**src/rtl/l2mt_tbl_init.sv**
```systemverilog
// L2 MAC table / age table init engine.
// Sweeps both RAMs with init values, then passes user writes through.

module l2mt_tbl_init_fsm #(
  parameter int            AW       = 12,
  parameter int            DEPTH    = 4096,
  parameter int            DW       = 72,
  parameter logic [DW-1:0] INIT_VAL = '0
) (
  input  logic          clk,
  input  logic          rst_n,
  input  logic          init_req,
  input  logic          usr_en,
  input  logic [AW-1:0] usr_addr,
  input  logic [DW-1:0] usr_data,
  output logic          rdy,
  output logic          wr_en,
  output logic [AW-1:0] wr_addr,
  output logic [DW-1:0] wr_data,
  output logic          finish
);

  localparam logic [1:0] IDLE = 2'd0;
  localparam logic [1:0] CLR  = 2'd1;
  localparam logic [1:0] DONE = 2'd2;

  localparam logic [AW-1:0] LAST = AW'(DEPTH - 1);

  logic [1:0]    state;
  logic [AW-1:0] cnt;
  logic          clr_en;
  logic [DW-1:0] clr_data;
  logic          fin;

  // Sweep sequencer: cnt is the address currently presented.
  always_ff @(posedge clk or negedge rst_n) begin
    if (!rst_n) begin
      state    <= IDLE;
      cnt      <= '0;
      clr_en   <= 1'b0;
      clr_data <= '0;
      fin      <= 1'b0;
    end else begin
      unique case (state)
        IDLE: begin
          state    <= CLR;
          cnt      <= '0;
          clr_en   <= 1'b1;
          clr_data <= INIT_VAL;
          fin      <= 1'b0;
        end
        CLR: begin
          if (init_req) begin
            cnt <= '0;
          end else if (cnt == LAST) begin
            state    <= DONE;
            cnt      <= '0;
            clr_en   <= 1'b0;
            clr_data <= '0;
            fin      <= 1'b1;
          end else begin
            cnt <= cnt + 1'b1;
          end
        end
        DONE: begin
          if (init_req) begin
            state    <= CLR;
            cnt      <= '0;
            clr_en   <= 1'b1;
            clr_data <= INIT_VAL;
            fin      <= 1'b0;
          end
        end
        default: begin
          state    <= IDLE;
          cnt      <= '0;
          clr_en   <= 1'b0;
          clr_data <= '0;
          fin      <= 1'b0;
        end
      endcase
    end
  end

  // Clean table: RAM port follows the user port with no latency.
  always_comb begin
    rdy     = fin;
    finish  = fin;
    wr_en   = clr_en;
    wr_addr = cnt;
    wr_data = clr_data;
    if (fin) begin
      wr_en   = usr_en;
      wr_addr = usr_addr;
      wr_data = usr_data;
    end
  end

endmodule

module l2mt_tbl_init #(
  parameter int                 MACT_AW       = 12,
  parameter int                 MACT_DEPTH    = 4096,
  parameter int                 MACT_DW       = 72,
  parameter logic [MACT_DW-1:0] MACT_INIT_VAL = '0,
  parameter int                 AGE_AW        = 12,
  parameter int                 AGE_DEPTH     = 4096,
  parameter int                 AGE_DW        = 8,
  parameter logic [AGE_DW-1:0]  AGE_INIT_VAL  = '0
) (
  input  logic               syc_clk_250m,
  input  logic               sys_reset_n,
  input  logic               init_req,
  input  logic               usr_mact_wr_en,
  input  logic [MACT_AW-1:0] usr_mact_wr_addr,
  input  logic [MACT_DW-1:0] usr_mact_wr_data,
  output logic               usr_mact_wr_rdy,
  input  logic               usr_age_wr_en,
  input  logic [AGE_AW-1:0]  usr_age_wr_addr,
  input  logic [AGE_DW-1:0]  usr_age_wr_data,
  output logic               usr_age_wr_rdy,
  output logic               mact_wr_en,
  output logic [MACT_AW-1:0] mact_wr_addr,
  output logic [MACT_DW-1:0] mact_wr_data,
  output logic               age_wr_en,
  output logic [AGE_AW-1:0]  age_wr_addr,
  output logic [AGE_DW-1:0]  age_wr_data,
  output logic               l2mt_mact_ini_finish,
  output logic               l2mt_age_r_ini_finish,
  output logic               init_busy
);

  l2mt_tbl_init_fsm #(
    .AW       (MACT_AW),
    .DEPTH    (MACT_DEPTH),
    .DW       (MACT_DW),
    .INIT_VAL (MACT_INIT_VAL)
  ) u_mact (
    .clk      (syc_clk_250m),
    .rst_n    (sys_reset_n),
    .init_req (init_req),
    .usr_en   (usr_mact_wr_en),
    .usr_addr (usr_mact_wr_addr),
    .usr_data (usr_mact_wr_data),
    .rdy      (usr_mact_wr_rdy),
    .wr_en    (mact_wr_en),
    .wr_addr  (mact_wr_addr),
    .wr_data  (mact_wr_data),
    .finish   (l2mt_mact_ini_finish)
  );

  l2mt_tbl_init_fsm #(
    .AW       (AGE_AW),
    .DEPTH    (AGE_DEPTH),
    .DW       (AGE_DW),
    .INIT_VAL (AGE_INIT_VAL)
  ) u_age (
    .clk      (syc_clk_250m),
    .rst_n    (sys_reset_n),
    .init_req (init_req),
    .usr_en   (usr_age_wr_en),
    .usr_addr (usr_age_wr_addr),
    .usr_data (usr_age_wr_data),
    .rdy      (usr_age_wr_rdy),
    .wr_en    (age_wr_en),
    .wr_addr  (age_wr_addr),
    .wr_data  (age_wr_data),
    .finish   (l2mt_age_r_ini_finish)
  );

  assign init_busy = !(l2mt_mact_ini_finish && l2mt_age_r_ini_finish);

endmodule

```
**config.mk**
```make
export PLATFORM = sky130hd
export DESIGN_NAME = l2mt_tbl_init
export DESIGN_NICKNAME = d
export VERILOG_FILES = /design/src/rtl/l2mt_tbl_init.sv
export SDC_FILE = /design/constraint.sdc
export NUM_CORES = 1
export LEC_CHECK = 0
export BUFFER_PORTS_ARGS = -buffer_cell sky130_fd_sc_hd__buf_2
export CAP_MARGIN = 30
export CELL_PAD_IN_SITES_DETAIL_PLACEMENT = 1
export CELL_PAD_IN_SITES_GLOBAL_PLACEMENT = 1
export CORE_AREA = 4 4 144 77
export CTS_BUF_LIST = sky130_fd_sc_hd__clkbuf_8 sky130_fd_sc_hd__clkbuf_16
export DETAILED_ROUTE_END_ITERATION = 8
export DIE_AREA = 0 0 148 81
export GPL_TIMING_DRIVEN = 0
export PLACE_DENSITY_LB_ADDON = 0.1
export SLEW_MARGIN = 0
export SYNTH_ARGS = -nofsm -noshare
export SYNTH_HDL_FRONTEND = slang
export SYNTH_SLANG_ARGS = --single-unit
```
**constraint.sdc**
```tcl
create_clock -name syc_clk_250m -period 2 [get_ports syc_clk_250m]
set_input_delay 0.3 -clock syc_clk_250m [delete_from_list [all_inputs] [get_ports syc_clk_250m]]
set_output_delay 0.3 -clock syc_clk_250m [all_outputs]
set_load 0.05 [all_outputs]
```
=== Yosys cells after proc, flatten, opt, wreduce, memory -nomap -nowiden ===
Cells that the tools add are included.

* Register bits: 112

* Add/subtract/negate cells: 2
* Equal/unequal tests: 12
* Mux-type cells: 42
* Reduce and logical (&&, ||, !) cells: 6

{| class="wikitable"
|+ Operator list
! operator !! count
|-
| $mux 72 || 4
|-
| $pmux 72 s2 || 1
|-
| $mux 12 || 7
|-
| $pmux 12 s2 || 2
|-
| $mux 8 || 4
|-
| $add 12x1->12 const B || 2
|-
| $eq 12x12->1 const B || 2
|-
| $pmux 8 s2 || 1
|-
| $mux 1 || 12
|-
| $pmux 2 s3 || 2
|-
| $mux 2 || 5
|-
| $ne 2x2->1 const B || 4
|-
| $pmux 1 s3 || 2
|-
| $reduce_and 3->1 || 2
|-
| $eq 2x1->1 const B || 2
|-
| $eq 2x2->1 const B || 2
|-
| $logic_not 2->1 || 2
|-
| $ne 2x1->1 const B || 2
|-
| $pmux 1 s2 || 2
|-
| $logic_and 1x1->1 || 1
|-
| $logic_not 1->1 || 1
|}

=== Depth between registers and ports, before layout ===
Gate-level depths: netlist (run 1).

* Depth in word-level cells: 4
* Gate-level depth with buffers: 6
* Depth with buffers taken out: 5

=== Cells and area by module ===
Synthesis (run 1) repeated with hierarchy kept, for this count alone.

* Cell total of the unflattened synthesis: 294
* Area, all modules: 2417.3 µm²

{| class="wikitable"
|+ Modules (own cells, without submodules)
! module !! times used !! cells each !! area an instance (µm²)
|-
| l2mt_tbl_init_fsm at u_mact || 1 || 182 || 1420.1
|-
| l2mt_tbl_init_fsm at u_age || 1 || 111 || 993.5
|-
| l2mt_tbl_init || 1 || 1 || 3.8
|}

=== Least setup slack after synthesis (run 1) ===
OpenSTA, ideal clock, no wires.

* Path kind: flip-flop to output port
* Start point: register, netlist name u_mact.state[1]
* End point: output port mact_wr_addr[3]
* Arrival: 2.116 ns
* Required time: 1.700 ns
* Slack: -0.416 ns
* Stages on the path, launching flop included: 4
* Path buffers: 2
* Cell sequence: dfrtp_1 > clkbuf_1 > clkbuf_1 > o21ai_0

{| class="wikitable"
|+ RTL lines
! what !! line !! text
|-
| end, declared || 123 || <nowiki>output logic [MACT_AW-1:0] mact_wr_addr,</nowiki>
|}

=== Worst setup path after layout (run 1) ===
* Start point: register u_mact.state[1]
* End point: register u_mact.cnt[11]

* Word-level cells in the longest chain between the ends: 2

{| class="wikitable"
|+ RTL lines
! what !! line !! text
|-
| start, declared || 29 || <nowiki>logic [1:0] state;</nowiki>
|-
| start signal, assigned || 38 || <nowiki>state <= IDLE;</nowiki>
|-
| start signal, assigned || 46 || <nowiki>state <= CLR;</nowiki>
|-
| start signal, assigned || 56 || <nowiki>state <= DONE;</nowiki>
|-
| $eq 2x2->1 or $eq 2x1->1 (tied branches) || 44 || <nowiki>unique case (state)</nowiki>
|-
| $pmux 12 s2 or $ne 2x2->1 (tied branches) || n/a ||
|-
| end signal, assigned || 62 || <nowiki>cnt <= cnt + 1'b1;</nowiki>
|-
| end, declared || 30 || <nowiki>logic [AW-1:0] cnt;</nowiki>
|}

Several ways; a longest one is shown, not always the timed one.
A chain may end at the register's enable or synchronous reset.

==> results of run 1 <==
synth_stat cells (2+ instances only):
| cell type | n | area [µm²] |
|---|---|---|
| nor3b_2 | 2 | 25.0 |
| nand4_1 | 4 | 25.0 |
| and2_1 | 83 | 519 |
| and4_1 | 3 | 26.3 |
| nor3b_1 | 2 | 15.0 |
| a21o_1 | 2 | 15.0 |
| buf_4 | 3 | 22.5 |
| nor3_1 | 3 | 15.0 |
| mux2_2 | 19 | 214 |
| dfrtp_1 | 28 | 701 |
| inv_1 | 5 | 18.8 |
| nand2b_1 | 3 | 18.8 |
| nand2_1 | 19 | 71.3 |
| nor4_1 | 8 | 50.1 |
| nor2b_1 | 3 | 18.8 |
| xor2_1 | 2 | 17.5 |
| o21ai_0 | 15 | 75.1 |
| o31ai_1 | 4 | 30.0 |
| a21oi_1 | 10 | 50.1 |
| ha_1 | 2 | 25.0 |
| clkbuf_1 | 15 | 56.3 |
| a32o_1 | 2 | 20.0 |
| a31oi_1 | 2 | 12.5 |
| nand3_1 | 5 | 25.0 |
| nor2_1 | 11 | 41.3 |
| xnor2_1 | 5 | 43.8 |
path summary, 6_finish.rpt:
kind	end	cells past startpoint	from	slack (ns)
worst min register to register	u_mact.cnt[4]	1	u_mact.cnt[4]	0.54
worst max-delay path	u_mact.cnt[11]	5	u_mact.state[1]	0.08
worst max register to register	u_mact.cnt[11]	5	u_mact.state[1]	0.08
min in group syc_clk_250m	u_age.cnt[11]	3	init_req	0.44
worst min-delay path	u_age.cnt[8]	1	sys_reset_n	0.07
max in group asynchronous	u_mact.state[1]	1	sys_reset_n	1.45
sequential cells by signal (all words and copies together) (netlist names):
| signal | count |
|---|---|
| u_mact.cnt | 12 |
| u_age.cnt | 12 |
| u_mact.state | 2 |
| u_age.state | 1 |
| u_age.clr_en | 1 |
cell type report:
class / instances / area share
flip-flops and latches: 28 / 0.183
multi-input cells: 232 / 0.424
plain buffers: 18 / 0.0261
clock inverters: 1 / 0.000978
well taps: 140 / 0.0456
inverters: 5 / 0.00489
repair buffers: 224 / 0.296
clock buffers: 3 / 0.0196
through the flow:
step	cell area, µm²	worst slack [ns]	instances	util	hold WS, ns
6_report	3840	0.0812	651	0.388	0.0721
2_1_floorplan	2420	0.00876	285	-	0.00441
4_1_cts	3820	0.0391	652	0.387	0.0916
5_1_grt	3840	0.00624	651	0.388	0.131
3_3_place_gp	3690	-0.275	643	0.373	0.391
3_5_place_dp	3690	-0.355	643	0.373	0.377
kinds of logic (layout without fill, tap and decap cells):
logic type,after synthesis,in the layout
AND/OR/NAND/NOR,157,157
AO/OA/AOI/OAI,47,47
flip-flops,28,28
buffers and inverters,25,251
multiplexers,19,19
XOR/XNOR,7,7
adder cells (fa/ha/maj),2,2
worst max-delay path: stages, from the launching register on:
cell     delay, ns
dfrtp_2       0.46
buf_4         0.16
nor3b_2       0.17
or3_4         0.41
or4_1         0.49
a21oi_1       0.16
metal layers:
layer,share of wire,global-route usage,vias to the layer above
li1,-,-,1447
met1,0.42,0.210,1376
met4,0.0052,0.0175,0
met3,0.11,0.0853,4
met2,0.46,0.271,95
met5,0,0,-
power by group through the flow:
stage | Combinational [mW] | Clock (mW) | Sequential (mW)
floorplan | 0.0818 | 0 | 0.596
global placement | 0.203 | 0 | 0.601
finish | 0.207 | 0.461 | 0.590
CTS | 0.210 | 0.481 | 0.590
detailed placement | 0.209 | 0 | 0.601
global route | 0.229 | 0.500 | 0.592
what timing repair did:
| action | CTS | global route |
|---|---|---|
| hold buffers | 0 | 0 |
| pin swaps | 2 | 1 |
| endpoints found under the setup margin | 111 | 47 |
| gates resized for setup | 7 | 13 |
| buffers inserted | 6 | 0 |
==> out/qor.csv, run 1 <==
metric,value,unit
swShare,0.246,
numPortBuffers,218,
cts.htree.levels,1,
synthMuxAreaShare,0.0895,
synthesis.area,0.00239,mm²
synth-seq-cells,28,
power,1.26,mW
grt_pass1_wl,16.1,mm
cp-start-kind,register,
criticalPathCategory,reg -> reg,
synthFlopType,dfrtp_1,
drcViolationCount,0,
outcome,"complete, no violations",
p_int,0.948,mW
antenna_left,0,
place_hpwl,9.01,mm
yosys.cell_types.count,51,
power_frac_seq,0.469,
clk_latency,0.26,ns
irDropWorstVdd,0.000240,V
vias_per_cell,4.49,
cts_inserted_buffers,3,
finalMaxSlewViolations,0,
cts_tree,done,
netlist_instances,285,
arrival,2.11,ns
drt-pass1-iter-count,4,
max_freq,521,MHz
powerDensity,328,mW/mm²
synth-simple-area-share,0.399,
area_growth,60.5,%
gp_congestion,0.807,
period_share,0.959,
end_kind,register,
grt_pass1_vias,2973,
min_path_type,in -> async,
fp.coreArea,0.00989,mm²
clock_path_buffers,2,
worst_ep_required_time,2.19,ns
final_cell_mix,"219 x buf_2, 70 x and2_1, 26 x dfrtp_1, 19 x mux2_2, 19 x nand2_1",
synth_edf_count,0,
overflow,0,
synth_nets,396,
cp_max_fo,7,
hold_violations,0,
antenna_found_initial,0,
tightest_slew,0.672,ns
clk_pin_slew,0.07,ns
initialDrtViolationCount,73,
layout_commonest_cell,buf_2,
synthArstFlopShare,1.00,
p_comb_frac,0.164,
fillCellCount,1284,
synthAdderAreaFrac,0.0105,
clkSinkCount,28,
ioPinCount,220,
ys_seq_area_frac,0.293,
multi_input_area,0.00163,mm²
setup_tns,0,ns
chipHeight,81,µm
drive_gt1_frac,0.575,
synth_compound_area_frac,0.138,
detail_route.wl_per_cell,16.5,µm
drv_cap,0,
p_leak,2.19,nW
min_period,1.92,ns
max_slew_margin,0.552,
die-area,0.0120,mm²
synth_top_family_by_area,simple AND/OR/NAND/NOR gates,
diodes,0,
vias,2922,
power_switching,0.310,mW
die_width,148,µm
post_synth.cell_area_avg,8.39,µm²
rsz0062_at_grt,no,
root_buffer,clkbuf_16,
synth_warnings,0,
grt_max_degree,29,
rows,26,
skew,0.00655,ns
start_util,0.242,
synth-xor-area-share,0.0256,
clkPwrFrac,0.367,
postRouteWirelength,10.8,mm
seq_area,703,µm²
setup_viol,0,
fin_nets,623,
grtUsageTotal,0.168,
Power figures use the tool's default switching activity.
==> inputs of run 2 (changes only) <==
--- a/config.mk
+++ b/config.mk
@@ -9,10 +9,10 @@
 export CAP_MARGIN = 30
 export CELL_PAD_IN_SITES_DETAIL_PLACEMENT = 1
 export CELL_PAD_IN_SITES_GLOBAL_PLACEMENT = 1
-export CORE_AREA = 4 4 144 77
+export CORE_AREA = 8 8 148 81
 export CTS_BUF_LIST = sky130_fd_sc_hd__clkbuf_8 sky130_fd_sc_hd__clkbuf_16
 export DETAILED_ROUTE_END_ITERATION = 8
-export DIE_AREA = 0 0 148 81
+export DIE_AREA = 0 0 156 89
 export GPL_TIMING_DRIVEN = 0
 export PLACE_DENSITY_LB_ADDON = 0.1
 export SLEW_MARGIN = 0
==> run 2 against run 1 <==
  * Total power up 12%
  * Clock skew up 0.00051 ns
  * Sequential share of layout area down 0.11 points
  * Sequential power about the same
  * Maximum frequency up 1.6%
  * Hold slack worse by 0.0034 ns
  * Sequential cell count unchanged
  * Final cell count up 0.31%
  * Critical endpoint unchanged
  * Highest routed layer unchanged
==> out/qor.csv, run 2 (synthesis results as in run 1) <==
metric,value,unit
cts_tree,done,
setup_viol,0,
drive_gt1_frac,0.569,
grt_max_degree,29,
clk_latency,0.27,ns
fin_nets,623,
criticalPathCategory,reg -> reg,
min_period,1.89,ns
chipHeight,89,µm
numPortBuffers,218,
layout_commonest_cell,buf_2,
fp.coreArea,0.00986,mm²
worst_ep_required_time,2.19,ns
hold_violations,0,
outcome,"complete, no violations",
final_area,0.00386,mm²
min_path_type,in -> async,
grtUsageTotal,0.171,
antenna_found_initial,2,
cp-start-kind,register,
gp_congestion,0.946,
rows,26,
area_growth,61.4,%
drcViolationCount,0,
drv_cap,0,
period_share,0.944,
cp_max_fo,5,
cts.htree.levels,1,
drt-pass1-iter-count,4,
path_cells,"buf_4, nor3b_2, or3_4, or4_1, a21oi_1",
max_stage_delay,0.48,ns
vias_per_cell,4.52,
overflow,0,
clock_path_buffers,2,
powerDensity,365,mW/mm²
die_width,156,µm
fillCellCount,1273,
irDropWorstVdd,0.000369,V
postRouteWirelength,12.6,mm
max_slew_margin,0.535,
skew,0.00706,ns
root_buffer,clkbuf_16,
place_hpwl,11.0,mm
p_leak,2.18,nW
end_kind,register,
multi_input_area,0.00162,mm²
largestRegisters,"u_age.cnt (12), u_mact.cnt (12), u_mact.state (2)",
finalMaxSlewViolations,0,
ioPinCount,220,
max_freq,529,MHz
start_util,0.243,
die-area,0.0139,mm²
cts_inserted_buffers,3,
crit_slowest_cell,or4_1,
grt_pass1_wl,18.6,mm
rsz0062_at_grt,no,
clk_pin_slew,0.07,ns
seq_area,703,µm²
grt_pass1_vias,3134,
vias,2954,
arrival,2.08,ns
initialDrtViolationCount,95,
final_cell_mix,"218 x buf_2, 70 x and2_1, 26 x dfrtp_1, 19 x mux2_2, 19 x nand2_1",
hold_ws,0.0687,ns
clkSinkCount,28,
antenna_left,0,
detail_route.wl_per_cell,19.4,µm
tightest_slew,0.697,ns
hold_buffers,0,
placed_area,0.00369,mm²
run 2: cell count changes in the layout (fill, tap and decap cells not counted), sizes merged:
| cell | previous run | this run |
|---|---|---|
| diode | 0 | 2 |
| bufinv | 0 | 1 |
| inv | 6 | 5 |
run 2: report_power, final:
group / switching, mW / internal (mW)
Combinational: 0.106 / 0.107
Clock: 0.207 / 0.399
Sequential: 0.0132 / 0.575
Total: 0.327 / 1.08
run 2: timing repair:
item	CTS	global route
gates resized for setup	6	8
setup buffers	5	1
setup endpoints to repair	110	21
pin swaps	2	0
run 2: final cells by class:
class                           instances  area share
Buffer                                 18      0.0237
Timing Repair Buffer                  224       0.295
Clock inverter                          1     0.00778
Clock buffer                            3      0.0194
Antenna cell                            2     0.00130
Inverter                                5     0.00486
Multi-Input combinational cell        232       0.420
Tap cell                              140      0.0454
Sequential cell                        28       0.182
run 2: metrics by stage:
stage	total power, mW	instances	setup WS (ns)	TNS [ns]	util
after floorplan	0.678	285	0.00876	0	-
after global placement	0.805	643	-0.455	-7.82	0.374
after detailed placement	0.812	643	-0.538	-10.10	0.374
after CTS	1.43	651	0.0200	0	0.390
after global routing	1.48	653	0.00232	0	0.392
final	1.41	653	0.111	0	0.392
run 2: per-layer routing:
metal	vias up	wire length, µm	GRT usage
li1	1450	-	-
met1	1398	5720	0.228
met2	98	5930	0.286
met3	8	886	0.0371
met4	0	114	0.0210
met5	-	0	0
run 2: final timing paths:
| path | from | endpoint | slack (ns) | cells after the start |
|---|---|---|---|---|
| worst min-delay path | sys_reset_n | u_age.cnt[0] | 0.07 | 1 |
| min in group syc_clk_250m | init_req | u_age.cnt[11] | 0.42 | 3 |
| worst max register to register | u_mact.state[1] | u_mact.cnt[11] | 0.11 | 5 |
| worst max-delay path | u_mact.state[1] | u_mact.cnt[11] | 0.11 | 5 |
| max in group asynchronous | sys_reset_n | u_age.state[1] | 1.43 | 1 |
| worst min register to register | u_age.cnt[0] | u_age.cnt[0] | 0.53 | 1 |
run 2: critical path: cells and delay by family, from the launching register on:
kind            cells  cell delay, ns
compound gates      1            0.17
simple gates        3            1.05
buf+inv             1            0.16
flops               1            0.43
